<file path="src/rtl/alu_uart_pkg.sv">
// alu_uart_pkg
// Shared constants for the ALU/UART sequencing front-end:
//   - 3-bit state encodings of the sequencer FSM
//   - ALU operation codes (6-bit), also used by the testbench
package alu_uart_pkg;

  // Sequencer states
  localparam logic [2:0] S_A       = 3'd0;  // waiting for operand A
  localparam logic [2:0] S_B       = 3'd1;  // waiting for operand B
  localparam logic [2:0] S_OP      = 3'd2;  // waiting for operation code
  localparam logic [2:0] S_EXEC    = 3'd3;  // ALU inputs stable, capture result
  localparam logic [2:0] S_WAIT_TX = 3'd4;  // result handed to transmitter

  // ALU operation codes
  localparam logic [5:0] OP_ADD = 6'b100000;
  localparam logic [5:0] OP_SUB = 6'b100010;
  localparam logic [5:0] OP_AND = 6'b100100;
  localparam logic [5:0] OP_OR  = 6'b100101;
  localparam logic [5:0] OP_XOR = 6'b100110;
  localparam logic [5:0] OP_SRA = 6'b000011;
  localparam logic [5:0] OP_SRL = 6'b000010;
  localparam logic [5:0] OP_NOR = 6'b100111;

endpackage

</file>
<file path="src/rtl/alu_uart_interface.sv">
// alu_uart_interface
// Collects operand A, operand B and an operation code from the UART receiver,
// holds them on the ALU inputs, then captures the ALU result and hands it to
// the UART transmitter with a one-cycle start pulse, waiting for tx_done.
//
// Parameters:
//   lenD  data/operand width (UART byte width)
//   lenO  operation code width, must not exceed lenD
// Ports:
//   clk         in   system clock, rising edge
//   rst_n       in   asynchronous active-low reset
//   rx_data     in   received byte, valid while rx_done is high
//   rx_done     in   one-cycle pulse, new byte on rx_data
//   alu_result  in   combinational ALU result
//   tx_done     in   one-cycle pulse, transmitter finished the byte
//   nr1         out  operand A to the ALU
//   nr2         out  operand B to the ALU
//   operacion   out  operation code to the ALU
//   tx_data     out  result byte to the transmitter
//   tx_start    out  one-cycle pulse, transmitter loads tx_data
//   busy        out  high while a result is being executed/transmitted
//   overrun     out  sticky, a received byte was dropped
module alu_uart_interface
  import alu_uart_pkg::*;
#(
  parameter int unsigned lenD = 8,
  parameter int unsigned lenO = 6
) (
  input  logic            clk,
  input  logic            rst_n,
  input  logic [lenD-1:0] rx_data,
  input  logic            rx_done,
  input  logic [lenD-1:0] alu_result,
  input  logic            tx_done,
  output logic [lenD-1:0] nr1,
  output logic [lenD-1:0] nr2,
  output logic [lenO-1:0] operacion,
  output logic [lenD-1:0] tx_data,
  output logic            tx_start,
  output logic            busy,
  output logic            overrun
);

  logic [2:0]      r_state;
  logic [2:0]      w_state_next;
  logic [lenD-1:0] r_nr1;
  logic [lenD-1:0] r_nr2;
  logic [lenO-1:0] r_operacion;
  logic [lenD-1:0] r_tx_data;
  logic            r_tx_start;
  logic            r_overrun;

  logic            w_busy;
  logic            w_rx_drop;

  // While a result is in flight there is nowhere to put a new byte.
  assign w_busy    = (r_state == S_EXEC) || (r_state == S_WAIT_TX);
  assign w_rx_drop = rx_done && w_busy;

  always_comb begin
    w_state_next = r_state;
    case (r_state)
      S_A:       if (rx_done) w_state_next = S_B;
      S_B:       if (rx_done) w_state_next = S_OP;
      S_OP:      if (rx_done) w_state_next = S_EXEC;
      S_EXEC:    w_state_next = S_WAIT_TX;
      S_WAIT_TX: if (tx_done) w_state_next = S_A;
      default:   w_state_next = S_A;
    endcase
  end

  always_ff @(posedge clk or negedge rst_n) begin
    if (!rst_n) begin
      r_state     <= S_A;
      r_nr1       <= '0;
      r_nr2       <= '0;
      r_operacion <= '0;
      r_tx_data   <= '0;
      r_tx_start  <= 1'b0;
      r_overrun   <= 1'b0;
    end else begin
      r_state <= w_state_next;

      if ((r_state == S_A) && rx_done) r_nr1 <= rx_data;
      if ((r_state == S_B) && rx_done) r_nr2 <= rx_data;
      // Upper bits of the op byte are discarded without validation.
      if ((r_state == S_OP) && rx_done) r_operacion <= rx_data[lenO-1:0];

      // ALU inputs have been stable for a full cycle in S_EXEC.
      if (r_state == S_EXEC) r_tx_data <= alu_result;
      r_tx_start <= (r_state == S_EXEC);

      if (w_rx_drop) r_overrun <= 1'b1;
    end
  end

  assign nr1       = r_nr1;
  assign nr2       = r_nr2;
  assign operacion = r_operacion;
  assign tx_data   = r_tx_data;
  assign tx_start  = r_tx_start;
  assign busy      = w_busy;
  assign overrun   = r_overrun;

endmodule

</file>
<file path="config.mk">
export PLATFORM = sky130hd
export DESIGN_NAME = alu_uart_interface
export DESIGN_NICKNAME = d
export VERILOG_FILES = /design/src/rtl/alu_uart_pkg.sv /design/src/rtl/alu_uart_interface.sv
export SDC_FILE = /design/constraint.sdc
export NUM_CORES = 1
export LEC_CHECK = 0
export BUFFER_PORTS_ARGS = -buffer_cell sky130_fd_sc_hd__buf_2
export CORE_UTILIZATION = 30
export CTS_CLUSTER_DIAMETER = 40
export DETAILED_ROUTE_END_ITERATION = 7
export PLACE_DENSITY = 0.52
export SETUP_SLACK_MARGIN = 0.1
export SYNTH_ARGS = -nofsm -noshare
export SYNTH_HDL_FRONTEND = slang
export SYNTH_SLANG_ARGS = --single-unit
</file>
<file path="constraint.sdc">
create_clock -name clk -period 1.3 [get_ports clk]
set_input_delay 0.195 -clock clk [delete_from_list [all_inputs] [get_ports clk]]
set_output_delay 0.195 -clock clk [all_outputs]
set_load 0.01 [all_outputs]
</file>
==> out/qor.yml, run 1 <==
synthDominantCellAreaShare_pct: 62.95
antennaDiodeCount: 0
ys_types: 16
power_density_nw_per_um2: 2504
ff2ff_path_depth: 4
grt_antenna_before_repair: 0
ys.flop_type: "dfrtp_1"
dieWidth_um: 70.10
area_growth_pct: 55.31
critPathKind: "reg -> reg"
grt_use_total_pct: 14.04
synth_most_common_cell: "dfrtp_1"
place_ws_ns: -0.1944
viasPerCell: 4.595
vdd_drop_max_uv: 1009
clk_latency_ns: 0.29
fin_skew_ns: 0.005605
dp_hpwl_um: 2088
grt_pass1_vias: 1054
holdPathStages: 2
syn_nets: 108
fin_cells: 215
first_iter_violations: 25
hp-class: "in -> reg"
cts_buffer_depth: 2
dpl.cell_count: 196
h-tree-depth: 2
synthTopCellsByCount: "35 x dfrtp_1, 30 x mux2_2, 4 x buf_2"
layout_min_cycle_time_ns: 1.488
io_pins: 53
r2r_setup_slack_ns: -0.19
wl_per_cell_um: 14.35
crit_fanout: 3
finalSetupViolCount: 31
final-hold-violation-count: 0
rows: 24
core_area_sq_um: 4414
drcViolationCount: 0
yosysTopAreaCell: "dfrtp_1"
violations: "setup timing"
port_buffers: 52
max_freq_mhz: 672.1
avgSynthCellArea_sq_um: 15.81
synth-seq-cells: 35
die_y_um: 70.10
seq_area_frac_synth_pct: 62.95
placed_area_sq_um: 1834
ys_async_sr_fraction_pct: 100.0
tightestPinTransition_ns: 0.2680
cap_violations: 0
clkSinkCount: 35
cts_tree: "done"
dr.pass1.iters: 4
grt_setup_unrepaired: "true"
grt_max_degree: 36
period_share_pct: 114.4
wl_um: 3085
gr-total-overflow: 0
synth.area.top_cells: "dfrtp_1 63%, mux2_2 24%, nor4b_4 1.7%"
route.vias.total: 988
stdcell_area_sq_um: 2161
numCtsBuffers: 5
worstPathRequired_ns: 1.47
drive_above_1_share_pct: 72.39
fin_nets: 182
synth-edff-count: 0
grt_pass1_wl_um: 5216
maxSlewHeadroom_pct: 82.11
leakage_nw: 1.093
dieArea_sq_um: 4914
path_clk_slew_ns: 0.07
setup_slack_ns: -0.1878
initial_core_util_pct: 31.52
synthCells: 88
worst_setup_path_start_kind: "flop"
synthesis.area_sq_um: 1391
cp_data_arrival_time_ns: 1.66
end_kind: "flop"
drtAntennaViolNets: 0
status: "finished with violations"
root_buffer: "clkbuf_8"
ys.warnings.count: 0
slew_viol_final: 0
place_congestion: 0.7086
[final timing paths]
path	startpoint	end
max in group asynchronous	rst_n	r_state[1]
worst max register to register	r_state[1]	nr2[6]
worst min-delay path	tx_done	r_state[2]
worst min register to register	overrun	overrun
min in group asynchronous	rst_n	nr1[0]
worst max-delay path	r_state[1]	nr2[6]
[where the power goes]
group	leakage, nW	internal, mW	switching (mW)
combinational	0.640	1.70	1.03
clock	0.0422	0.375	0.368
sequential	0.411	1.64	0.294
[flip-flops by register name, summed over array words and instances (netlist names)]
| signal | count |
|---|---|
| nr1 | 8 |
| nr2 | 8 |
| tx_data | 8 |
| operacion | 6 |
| r_state | 3 |
| overrun | 1 |
| tx_start | 1 |
[kinds of logic (layout without fill, tap and decap cells)]
kind of cell | count (synthesis) | in the layout | share of synthesized area (%)
buffers and inverters | 7 | 82 | 3.327
DFF | 35 | 35 | 62.95
AOI/OAI and AO/OA | 4 | 4 | 1.798
and+or+nand+nor | 12 | 12 | 7.643
muxes | 30 | 30 | 24.28
[worst max-delay path: stages (launching register included)]
cell	delay, ns
dfrtp_2	0.42
buf_6	0.14
nor4bb_4	0.33
buf_4	0.20
mux2_4	0.30
[layout by cell type (no fill, tap or decap), types with 3 or more instances in the layout]
master	n
buf_2	51
dfrtp_1	32
mux2_4	30
buf_6	12
buf_4	6
clkbuf_8	5
dfrtp_2	3
[layout make-up]
cell class	count	area, sq um
clock buffer	7	76.32
clock inverter	1	5.005
sequential	35	879.6
multi-input combinational	46	623.1
tap	52	65.06
timing repair buffer	73	508.0
fill	397	2253
inverter	1	3.754
[routing by layer]
metal	part of all wire, %	global-route usage, %
met2	46	21.58
met4	2.3	8.000
met1	45	17.35
met5	0	0
met3	6.9	4.473
[timing repair]
action,in CTS,in global routing
buffers inserted,6,4
hold endpoints to repair,35,0
hold buffers,1,0
setup endpoints to repair,34,33
pin swaps,5,6
cloned,1,0
resized for setup,36,4
[stage by stage]
step | setup TNS, ns | power, mW | utilization, % | hold slack [ns]
after floorplan | -2.088 | 3.269 | - | -0.1006
after global placement | -2.553 | 4.020 | 41.55 | 0.1694
after detailed placement | -3.584 | 4.081 | 41.55 | 0.1708
after CTS | -4.580 | 5.403 | 48.07 | 0.08704
after global routing | -5.893 | 5.744 | 48.95 | 0.1150
final | -4.222 | 5.411 | 48.95 | 0.1004
Power figures use the tool's default switching activity.
==> run 2: changes to the inputs <==
Settings changed: CORE_MARGIN from default to 2, CTS_BUF_LIST from default to sky130_fd_sc_hd__clkbuf_16.
==> run 2 against run 1 <==
Net effect: clock-buffer cell count shrank 2; via count fell by 2.3%; final cell count shrank 2.3%; the run still ends with setup timing left; worst hold slack better by 0.0043 ns; combinational power fell by 4%; non-clock buffer count is 3 lower; critical path depth did not move; design area shrank 0.46%; fmax is 1.5% higher; first-iteration DRC count grew 56%; setup slack improved by 0.022 ns; register-to-register slack better by 0.02 ns.
==> out/qor.yml, run 2 (synthesis results as in run 1) <==
slowest_delay_ns: 0.43  # about the same
h-tree-depth: 2  # unchanged
violations: "setup timing"
clk_latency_ns: 0.27  # -0.02 ns
route.vias.total: 965  # -2.3%
fin_hold_ws_ns: 0.1047  # +0.004298 ns
place_congestion: 0.6974  # -1.6%
p_switching_mw: 1.695  # about the same
leakage_nw: 1.089  # -0.41%
grt_pass1_wl_um: 5333  # +2.2%
ff2ff_path_depth: 4  # unchanged
fin_skew_ns: 0.004156  # -0.001448 ns
hp-class: "in -> reg"
grt_use_total_pct: 13.58  # -0.46 points
grt_pass1_vias: 1105  # +4.8%
power.internal_mw: 3.938  # +6.0%
r2r_setup_slack_ns: -0.17  # +0.02 ns
seqPwrFrac_pct: 34.5  # -1.3 points
dieWidth_um: 72.10  # +2.9%
n_fill_cell: 397  # unchanged
cts_tree: "done"
clkSinkCount: 35  # unchanged
p_sw_share_pct: 30.09  # -1.2 points
core_area_sq_um: 4414  # unchanged
wl_um: 3090  # +0.16%
fin_nets: 179  # -1.6%
layout_min_cycle_time_ns: 1.466  # -0.02152 ns
dr.pass1.iters: 2  # -2
seqCellArea_sq_um: 879.6  # unchanged
crit_fanout: 4  # +1
grt_max_degree: 36  # unchanged
first_iter_violations: 39  # +56%
final_common_cell: "buf_2"
slew_viol_final: 0  # unchanged
setup_slack_ns: -0.1663  # +0.02152 ns
critPathKind: "reg -> reg"
final-hold-violation-count: 0  # unchanged
root_buffer: "clkbuf_16"
cap_violations: 0  # unchanged
finalSetupViolCount: 29  # -6.5%
gr-total-overflow: 0  # unchanged
worst_setup_path_start_kind: "flop"
combPwrFrac_pct: 46.7  # -3.7 points
antennaDiodeCount: 0  # unchanged
cts_buffer_depth: 2  # unchanged
period_share_pct: 112.8  # -1.7 points
critical_path.top_delay_family: "flip-flops"
initial_core_util_pct: 31.52  # unchanged
dieArea_sq_um: 5198  # +5.8%
maxSlewHeadroom_pct: 69.88  # -12 points
vdd_drop_max_uv: 1342  # +33%
end_kind: "flop"
holdPathStages: 2  # unchanged
drive_above_1_share_pct: 72.15  # -0.24 points
power_density_nw_per_um2: 2619  # +4.6%
cp_data_arrival_time_ns: 1.62  # -0.04 ns
area_growth_pct: 54.59
dp_hpwl_um: 2119  # +1.5%
drcViolationCount: 0  # unchanged
worstPathRequired_ns: 1.45  # -0.02 ns
path_clk_slew_ns: 0.05  # -0.02 ns
viasPerCell: 4.595  # about the same
die_y_um: 72.10  # +2.9%
io_pins: 53  # unchanged
crit_chain: "buf_12 > nor4bb_4 > buf_4 > mux2_4"
grt_antenna_before_repair: 0  # unchanged
cp_num_buf_inv: 2  # unchanged
tightestPinTransition_ns: 0.4518  # +0.1838 ns
max_freq_mhz: 682.0  # +1.5%
most-common-layout-cells: "51 x buf_2, 32 x dfrtp_1, 30 x mux2_4, 8 x buf_6, 8 x buf_4"
drtAntennaViolNets: 0  # unchanged
numCtsBuffers: 5  # unchanged
slowest_stage: "dfrtp_2"
multiInputGateArea_sq_um: 623.1  # unchanged
status: "finished with violations"
port_buffers: 52  # unchanged
grt_setup_unrepaired: "true"
wl_per_cell_um: 14.71  # +2.5%
p_clk_share_pct: 18.8  # +5.1 points
cp.depth: 4  # unchanged
rows: 24  # unchanged
postLayoutCoreUtil_pct: 48.72  # -0.23 points
run 2: worst reg2reg max path, stage by stage (launching register included):
cell      delay (ns)
dfrtp_2         0.43
buf_12          0.14
nor4bb_4        0.29
buf_4           0.19
mux2_4          0.30
run 2: final cells by class:
cell class | count | share of cell area [%]
Clock buffer | 5 | 5.817
Clock inverter | 1 | 0.1745
Inverter | 1 | 0.1745
Multi-Input combinational cell | 46 | 28.97
Sequential cell | 35 | 40.90
Tap cell | 52 | 3.025
Timing Repair Buffer | 70 | 20.94
run 2: power by group through the flow:
stage	Combinational (mW)	Sequential, mW	Clock [mW]
after floorplan	1.12	2.15	0
after detailed placement	2.10	1.99	0
after global placement	2.06	1.97	0
final	2.63	1.94	1.06
after global routing	2.82	2.02	1.16
after CTS	2.60	1.95	1.10
run 2: path summary, 6_finish.rpt:
check,startpoint,end
worst max-delay path,r_state[2],nr2[6]
max in group asynchronous,rst_n,r_state[2]
min in group asynchronous,rst_n,nr2[0]
worst min-delay path,tx_done,r_state[2]
worst min register to register,overrun,overrun
worst max register to register,r_state[2],nr2[6]
run 2: timing repair:
| action | in CTS | in global routing |
|---|---|---|
| hold endpoints to repair | 35 | 0 |
| resized for setup | 29 | 6 |
| pin swaps | 5 | 3 |
| setup endpoints to repair | 34 | 33 |
| buffers inserted | 6 | 2 |
| hold buffers | 1 | 0 |
run 2: layer usage:
metal,track usage [%],up-vias,share of wire (%)
met5,0,-,0
met4,4.193,0,0.45
met3,7.222,2,8.7
met2,21.41,43,48
met1,15.99,469,42
li1,-,451,-
run 2: per-stage QoR:
stage | TNS [ns] | area [sq um] | worst slack, ns | instances | power (mW)
floorplan | -2.088 | 1460 | -0.1437 | 88 | 3.269
global placement | -2.619 | 1829 | -0.1424 | 197 | 4.023
detailed placement | -3.236 | 1829 | -0.2028 | 197 | 4.090
CTS | -3.998 | 2127 | -0.1811 | 210 | 5.648
global route | -5.374 | 2151 | -0.2512 | 210 | 6.001
finish | -3.518 | 2151 | -0.1663 | 210 | 5.632
